**src/rtl/lora_link_ctrl.sv**
```systemverilog
// Half-duplex LoRa link sequencer: polls the bicycle node over the UART, waits for a parsed frame,
// retries on timeout/bad frame and flags link loss. Optional stats counters: define LORA_LINK_STATS_EN.
module lora_link_ctrl #(
    parameter int unsigned POLL_CYC    = 50_000_000,
    parameter int unsigned TIMEOUT_CYC = 20_000_000,
    parameter int unsigned MAX_RETRY   = 3,
    parameter logic [7:0]  NODE_ID     = 8'h31
) (
    input  logic        clk,
    input  logic        rst,
    input  logic        en,
    input  logic        tx_ready,
    output logic        tx_start,
    output logic [7:0]  tx_data,
    input  logic        rx_frame_done,
    input  logic        rx_frame_bad,
    output logic        link_ok,
    output logic        link_lost,
    output logic [3:0]  retry_cnt,
    output logic        poll_done,
    output logic [15:0] good_cnt,
    output logic [15:0] fail_cnt,
    output logic [2:0]  state_dbg
);

    // Handshake: tx_start is a one-cycle strobe raised only after tx_ready was sampled high;
    // the UART latches tx_data with it, and tx_ready is not looked at again for one cycle.

    typedef enum logic [2:0] {
        IDLE      = 3'd0,
        SEND      = 3'd1,
        HOLD      = 3'd2,
        WAIT_RESP = 3'd3,
        GAP       = 3'd4
    } state_t;

    localparam logic [31:0] TMO_LAST  = 32'(TIMEOUT_CYC - 1);
    localparam logic [31:0] GAP_LAST  = 32'(POLL_CYC - 1);
    localparam logic [3:0]  RETRY_MAX = 4'(MAX_RETRY);

    state_t      state, state_n;
    logic [1:0]  idx, idx_n;
    logic [31:0] timer, timer_n;
    logic        tx_start_n;
    logic [7:0]  tx_data_n;
    logic        link_ok_n, link_lost_n, poll_done_n;
    logic [3:0]  retry_n;
    logic [3:0]  retry_inc;

    assign retry_inc = retry_cnt + 4'd1;
    assign state_dbg = state;

    function automatic logic [7:0] poll_byte(input logic [1:0] i);
        case (i)
            2'd0:    poll_byte = 8'h24;
            2'd1:    poll_byte = 8'h51;
            default: poll_byte = NODE_ID;
        endcase
    endfunction

    always_comb begin
        state_n     = state;
        idx_n       = idx;
        timer_n     = timer;
        tx_start_n  = 1'b0;
        tx_data_n   = tx_data;
        link_ok_n   = link_ok;
        link_lost_n = link_lost;
        retry_n     = retry_cnt;
        poll_done_n = 1'b0;
        if (!en) begin
            state_n = IDLE;
            timer_n = '0;
            idx_n   = '0;
        end else begin
            case (state)
                IDLE: begin
                    state_n = SEND;
                    idx_n   = '0;
                    timer_n = '0;
                end
                SEND: begin
                    if (tx_ready) begin
                        tx_start_n = 1'b1;
                        tx_data_n  = poll_byte(idx);
                        state_n    = HOLD;
                        timer_n    = '0;
                    end
                end
                HOLD: begin
                    // timer==0 marks the blind cycle in which the UART drops tx_ready
                    if (timer == 32'd0) begin
                        timer_n = 32'd1;
                    end else if (tx_ready) begin
                        timer_n = '0;
                        if (idx < 2'd2) begin
                            idx_n   = idx + 2'd1;
                            state_n = SEND;
                        end else begin
                            state_n = WAIT_RESP;
                        end
                    end
                end
                WAIT_RESP: begin
                    if (rx_frame_done) begin
                        link_ok_n   = 1'b1;
                        link_lost_n = 1'b0;
                        retry_n     = '0;
                        poll_done_n = 1'b1;
                        state_n     = GAP;
                        timer_n     = '0;
                    end else if (rx_frame_bad || timer == TMO_LAST) begin
                        link_ok_n = 1'b0;
                        timer_n   = '0;
                        if (retry_inc == RETRY_MAX) begin
                            link_lost_n = 1'b1;
                            poll_done_n = 1'b1;
                            retry_n     = '0;
                            state_n     = GAP;
                        end else begin
                            retry_n = retry_inc;
                            idx_n   = '0;
                            state_n = SEND;
                        end
                    end else begin
                        timer_n = timer + 32'd1;
                    end
                end
                GAP: begin
                    if (timer == GAP_LAST) begin
                        state_n = SEND;
                        idx_n   = '0;
                        timer_n = '0;
                    end else begin
                        timer_n = timer + 32'd1;
                    end
                end
                default: begin
                    state_n = IDLE;
                    timer_n = '0;
                    idx_n   = '0;
                end
            endcase
        end
    end

    always_ff @(posedge clk) begin
        if (rst) begin
            state     <= IDLE;
            idx       <= '0;
            timer     <= '0;
            tx_start  <= 1'b0;
            tx_data   <= '0;
            link_ok   <= 1'b0;
            link_lost <= 1'b0;
            retry_cnt <= '0;
            poll_done <= 1'b0;
        end else begin
            state     <= state_n;
            idx       <= idx_n;
            timer     <= timer_n;
            tx_start  <= tx_start_n;
            tx_data   <= tx_data_n;
            link_ok   <= link_ok_n;
            link_lost <= link_lost_n;
            retry_cnt <= retry_n;
            poll_done <= poll_done_n;
        end
    end

`ifdef LORA_LINK_STATS_EN
    logic        timeout_hit;
    logic        bad_hit;
    logic [16:0] fail_sum;

    // A good frame masks a coincident timeout or bad frame
    assign timeout_hit = en && (state == WAIT_RESP) && !rx_frame_done && (timer == TMO_LAST);
    assign bad_hit     = rx_frame_bad && !rx_frame_done;
    assign fail_sum    = {1'b0, fail_cnt} + {16'd0, timeout_hit} + {16'd0, bad_hit};

    always_ff @(posedge clk) begin
        if (rst) begin
            good_cnt <= '0;
            fail_cnt <= '0;
        end else begin
            if (rx_frame_done && good_cnt != 16'hFFFF)
                good_cnt <= good_cnt + 16'd1;
            fail_cnt <= fail_sum[16] ? 16'hFFFF : fail_sum[15:0];
        end
    end
`else
    assign good_cnt = '0;
    assign fail_cnt = '0;
`endif

endmodule

```
**config.mk**
```make
export PLATFORM = sky130hd
export DESIGN_NAME = lora_link_ctrl
export DESIGN_NICKNAME = d
export VERILOG_FILES = /design/src/rtl/lora_link_ctrl.sv
export SDC_FILE = /design/constraint.sdc
export NUM_CORES = 1
export LEC_CHECK = 0
export CORE_MARGIN = 2
export CORE_UTILIZATION = 55
export DETAILED_ROUTE_END_ITERATION = 6
export GPL_TIMING_DRIVEN = 0
export PLACE_DENSITY = 0.92
export SYNTH_ARGS = -nofsm -noshare
export SYNTH_HDL_FRONTEND = slang
export SYNTH_SLANG_ARGS = --single-unit
```
**constraint.sdc**
```tcl
create_clock -name clk -period 4.9 [get_ports clk]
set_input_delay 1.225 -clock clk [delete_from_list [all_inputs] [get_ports clk]]
set_output_delay 1.225 -clock clk [all_outputs]
set_load 0.01 [all_outputs]
```
After elaboration in Yosys (flattened, before gate mapping)
Index checks and enable logic that the tools add are counted.
{"block": "totals", "input_bits": 6, "output_inout_bits": 51, "reg_bits": 53}
{"block": "classes", "magnitude_cmp": 1, "mux": 36, "n_bitwise": 3, "eq_ne": 17, "reduce_logical": 14, "add_sub_neg": 3}
{"operator": "$mux 32", "n": 5}
{"operator": "$pmux 32 s4", "n": 1}
{"operator": "$add 32x1->32 const B", "n": 1}
{"operator": "$eq 32x25->1 const B", "n": 1}
{"operator": "$eq 32x26->1 const B", "n": 1}
{"operator": "$logic_not 32->1", "n": 1}
{"operator": "$mux 3", "n": 7}
{"operator": "$mux 2", "n": 8}
{"operator": "$ne 2x2->1 const B", "n": 8}
{"operator": "$pmux 3 s5", "n": 1}
{"operator": "$pmux 7 s2", "n": 1}
{"operator": "$mux 4", "n": 3}
{"operator": "$mux 1", "n": 9}
{"operator": "$pmux 2 s4", "n": 1}
{"operator": "$reduce_and 8->1", "n": 1}
{"operator": "$eq 3x2->1 const B", "n": 2}
{"operator": "$reduce_and 3->1", "n": 2}
{"operator": "$reduce_or 3->1", "n": 2}
{"operator": "$reduce_and 5->1", "n": 1}
{"operator": "$add 4x1->4 const B", "n": 1}
{"operator": "$eq 4x2->1 const B", "n": 1}
{"operator": "$reduce_and 4->1", "n": 1}
{"operator": "$reduce_bool 2->1", "n": 2}
{"operator": "$eq 3x1->1 const B", "n": 1}
{"operator": "10 further kinds", "n": 12}

Depth between registers and ports, before layout
{"block": "logic_depth", "depth_word": 6, "mapped_depth": 9, "ltp_nobuf": 7}

Least setup slack after synthesis
OpenSTA, ideal clock, no wires.
{"block": "synth_path", "path_type": "register -> register", "from": "reg timer[8]", "to": "reg timer[5]", "stages_incl_launch_ff": 8, "setup_time_ns": 0.117, "slack_ns": 2.361, "path_buffers": 2, "arrival_time_ns": 2.423, "required_time_ns": 4.783, "cell_sequence": "dfxtp_1 > or4_4 > or4_4 > o31ai_2 > a21oi_2 > buf_2 > buf_2 > a22o_1"}
{"block": "synth_between", "elab_chain_len": 5, "elab_cells_between_ends": 9, "classes_between": "eq/ne: 2; mux: 5; reduce/logical: 2"}
{"item": "start, declared", "line_no": "43", "source": "logic [31:0] timer, timer_n;"}
{"item": "start signal, assigned", "line_no": "161", "source": "timer <= timer_n;"}
{"item": "$eq 32x25->1", "line_no": "112", "source": "end else if (rx_frame_bad || timer == TMO_LAST) begin"}
{"item": "$logic_or 1x1->1", "line_no": "112"}
{"item": "$mux 32", "line_no": "112"}
{"item": "$mux 32", "line_no": "105", "source": "if (rx_frame_done) begin"}
{"item": "$pmux 32 s4 *", "line_no": "76", "source": "case (state)"}
Mark *: on every way between the ends. The rest lies on a longest branch, timed or not.
A chain may end at the register's enable or synchronous reset.

Final worst setup path
{"block": "layout_path", "from": "in rx_frame_done", "to": "reg timer[11]"}
{"block": "layout_between", "elab_chain_len": 2}
{"item": "start, declared", "line_no": "15", "source": "input logic rx_frame_done,"}
{"item": "$mux 32", "line_no": "105"}
{"item": "$pmux 32 s4", "line_no": "76"}
No other way between the ends.

==> metrics.yaml <==
io_pins: 57
synth_top_family_by_area: "simple AND/OR/NAND/NOR gates"
synth_ff_type: "dfxtp_1"
mappedNetlistArea_um2: 3100
syn_inst: 391
hold_path.class: "register to register"
async_flop_share_pct: 0
pwr-share-comb_pct: 9.1
rows: 27
peakVddDrop_mv: 0.194
synthAdderAreaFrac_pct: 3.63
antenna_found_initial: 0
cts_setup_buffers: 0
r2r-start: "timer[8]"
drv_slew: 0
clk_pin_slew_worst_paths_ns: 0.10
critPathMaxFanout: 10
r2r_end: "timer[21]"
dieHeight_um: 79.1
design_area_um2: 3620
route.detailed.drc: 0
ys_ff_latch: 49
power.leakage_nw: 1.51
routedWlPerCell_um: 14.6
cts_buffers: 5
antennaDiodeCount: 0
cp.required_ns: 5.14
synth_compound_area_share_pct: 19.8
synthMuxAreaShare_pct: 1.94
dieArea_um2: 6250
rsz0062_at_grt: "no"
start_kind: "input port"
finalClockSkew_ns: 0.00780
hp-start: "link_lost"
tns_ns: 0
ys_types: 52
layout_worst_path_cycle_share_pct: 71.1
cts.sinks: 49
cts-root-buf: "clkbuf_8"
period_needed_ns: 3.48
first_pass_iters: 6
dr_total_vias: 2949
hold_path_end: "link_lost"
gpl.final_weighted_congestion: 0.945
grt_pass1_wl_mm: 12.7
cts_resized: 0
fin_total_pwr_mw: 0.715
fp.dieW_um: 79.1
yosysSeqAreaShare_pct: 31.6
core-area_um2: 5470
dr.first_iter.drc_count: 287
clockPowerShare_pct: 34.9
fmax_mhz: 287
endpoint_kind: "register"
area.growth.synth_to_final_pct: 16.7
final_layout_size_suffix_gt1_share_pct: 15.0
grt-ovfl-total: 0
avgSynthCellArea_um2: 7.93
clkLatencyLatePin_ns: 0.31
hold_violations: 0
status: "completed"
synth-simple-area-share_pct: 28.4
grtUsageTotal_pct: 25.5
crit_type: "input port to register"
cts_tree: "yes"
hold_depth: 2
post-route-util_pct: 66.1
ys_warn_count: 0
nets: 468
power_density_nw_per_um2: 198
setup_viol: 0
maxCapViolCount: 0
cts_hold_buf: 0
drtAntennaViolNets: 0
swShare_pct: 25.4
synth_xor_area_share_pct: 0.565
p_int_mw: 0.534
hpwl_mm: 5.69
relSlewSlack_pct: 32.7
grt_pass1_vias: 2674
p_seq_share_pct: 56.0
numPortBuffers: 21
grt_max_degree: 17
htreeDepth: 2
r2r_cells: 8
power.switching_mw: 0.182
worstMarginPinSlew_ns: 1.00
layout_setup_ws_ns: 1.42
postPlaceCellArea_um2: 3530
start_util_pct: 56.7
dp_slack_ns: 1.16
synth_edf_count: 0
cp.arrival_ns: 3.72
num-fill-cells: 481
routed_wl_mm: 7.70
rrSetupSlack_ns: 1.81
cts.path.max_buffers: 2
drt-vias-per-instance: 5.61
layout make-up:
| cell class | count | area, um^2 | share of cell area (%) |
|---|---|---|---|
| Multi-Input combinational cell | 305 | 1820 | 50.2 |
| Tap cell | 72 | 90.1 | 2.49 |
| Clock buffer | 5 | 68.8 | 1.90 |
| Inverter | 16 | 60.1 | 1.66 |
| Clock inverter | 3 | 21.3 | 0.588 |
| Buffer | 55 | 372 | 10.3 |
| Sequential cell | 49 | 981 | 27.1 |
| Timing Repair Buffer | 21 | 210 | 5.81 |
synth_stat cells, types with 6 or more instances:
| library cell | instances | area share [%] |
|---|---|---|
| dfxtp_1 | 49 | 32 |
| buf_4 | 37 | 9.0 |
| a21oi_1 | 31 | 5.0 |
| nor2_1 | 29 | 3.5 |
| nand2_1 | 25 | 3.0 |
| nand3_1 | 22 | 3.6 |
| inv_1 | 16 | 1.9 |
| o21ai_0 | 13 | 2.1 |
| a31oi_1 | 12 | 2.4 |
| nand4_1 | 12 | 2.4 |
| and3_1 | 10 | 2.0 |
| and2_1 | 9 | 1.8 |
| clkbuf_1 | 9 | 1.1 |
| ha_1 | 9 | 3.6 |
| nand2b_1 | 8 | 1.6 |
| nor3_1 | 8 | 1.3 |
| nor4_1 | 8 | 1.6 |
| or3_1 | 8 | 1.6 |
| a21o_1 | 7 | 1.7 |
| mux2i_1 | 6 | 1.9 |
through the flow:
stage	std cells	hold WS, ns
5_1_grt	526	0.500
4_1_cts	526	0.463
2_1_floorplan	425	0.448
6_report	526	0.457
3_3_place_gp	518	0.441
3_5_place_dp	518	0.444
worst max-delay path by stage:
stage | start | to | slack [ns] | cells past startpoint
after floorplan | timer[8] | timer[5] | 2.36 | 7
after global placement | en | timer[11] | 1.21 | 9
final | rx_frame_done | timer[11] | 1.42 | 8
after global routing | en | timer[11] | 1.27 | 9
after detailed placement | en | timer[11] | 1.16 | 9
after CTS | en | timer[11] | 1.48 | 9
registers in the layout, summed over array words and instances, names as in the netlist:
name	count
state_dbg	3
tx_data	4
retry_cnt	4
tx_start	1
poll_done	1
link_ok	1
link_lost	1
timer	32
idx	2
critical path, stage by stage:
cell and delay (ns):
clkdlybuf4s50_1 0.56, nor3_1 0.33, o31ai_2 0.16, a21oi_2 0.43, buf_2 0.33, buf_2 0.30
o21ai_0 0.18, a31oi_1 0.21
per-layer routing:
layer | up-vias | global-route usage, % | share of wire [%]
met5 | - | 0 | 0
met4 | 0 | 7.41 | 1.0
met3 | 10 | 3.98 | 6.6
met2 | 94 | 44.7 | 50
met1 | 1374 | 32.2 | 42
li1 | 1471 | - | -
power by group through the flow:
stage	logic (mW)	registers (mW)	clock network (mW)
after floorplan	0.0494	0.411	0
final	0.0651	0.401	0.250
after detailed placement	0.0635	0.410	0
after global routing	0.0720	0.401	0.269
after CTS	0.0638	0.401	0.253
after global placement	0.0625	0.410	0
logic make-up (layout without fill, tap and decap cells):
family,Yosys count,after routing
compound gates,92,92
flops,49,49
mux,6,6
fa+ha+maj,9,9
other cells,1,35
xor+xnor,2,2
buf+inv,71,100
simple gates,161,161
placed cells by master, fill, tap and decap left out, types with 12 or more instances in the layout:
master           instances
inv_1                   16
dfxtp_1                 49
a31oi_1                 12
nand2_1                 25
nand3_1                 22
clkdlybuf4s50_1         21
conb_1                  35
o21ai_0                 13
a21oi_1                 31
nor2_1                  29
nand4_1                 12
buf_4                   37
No activity file was read; power rests on OpenSTA's default activity.
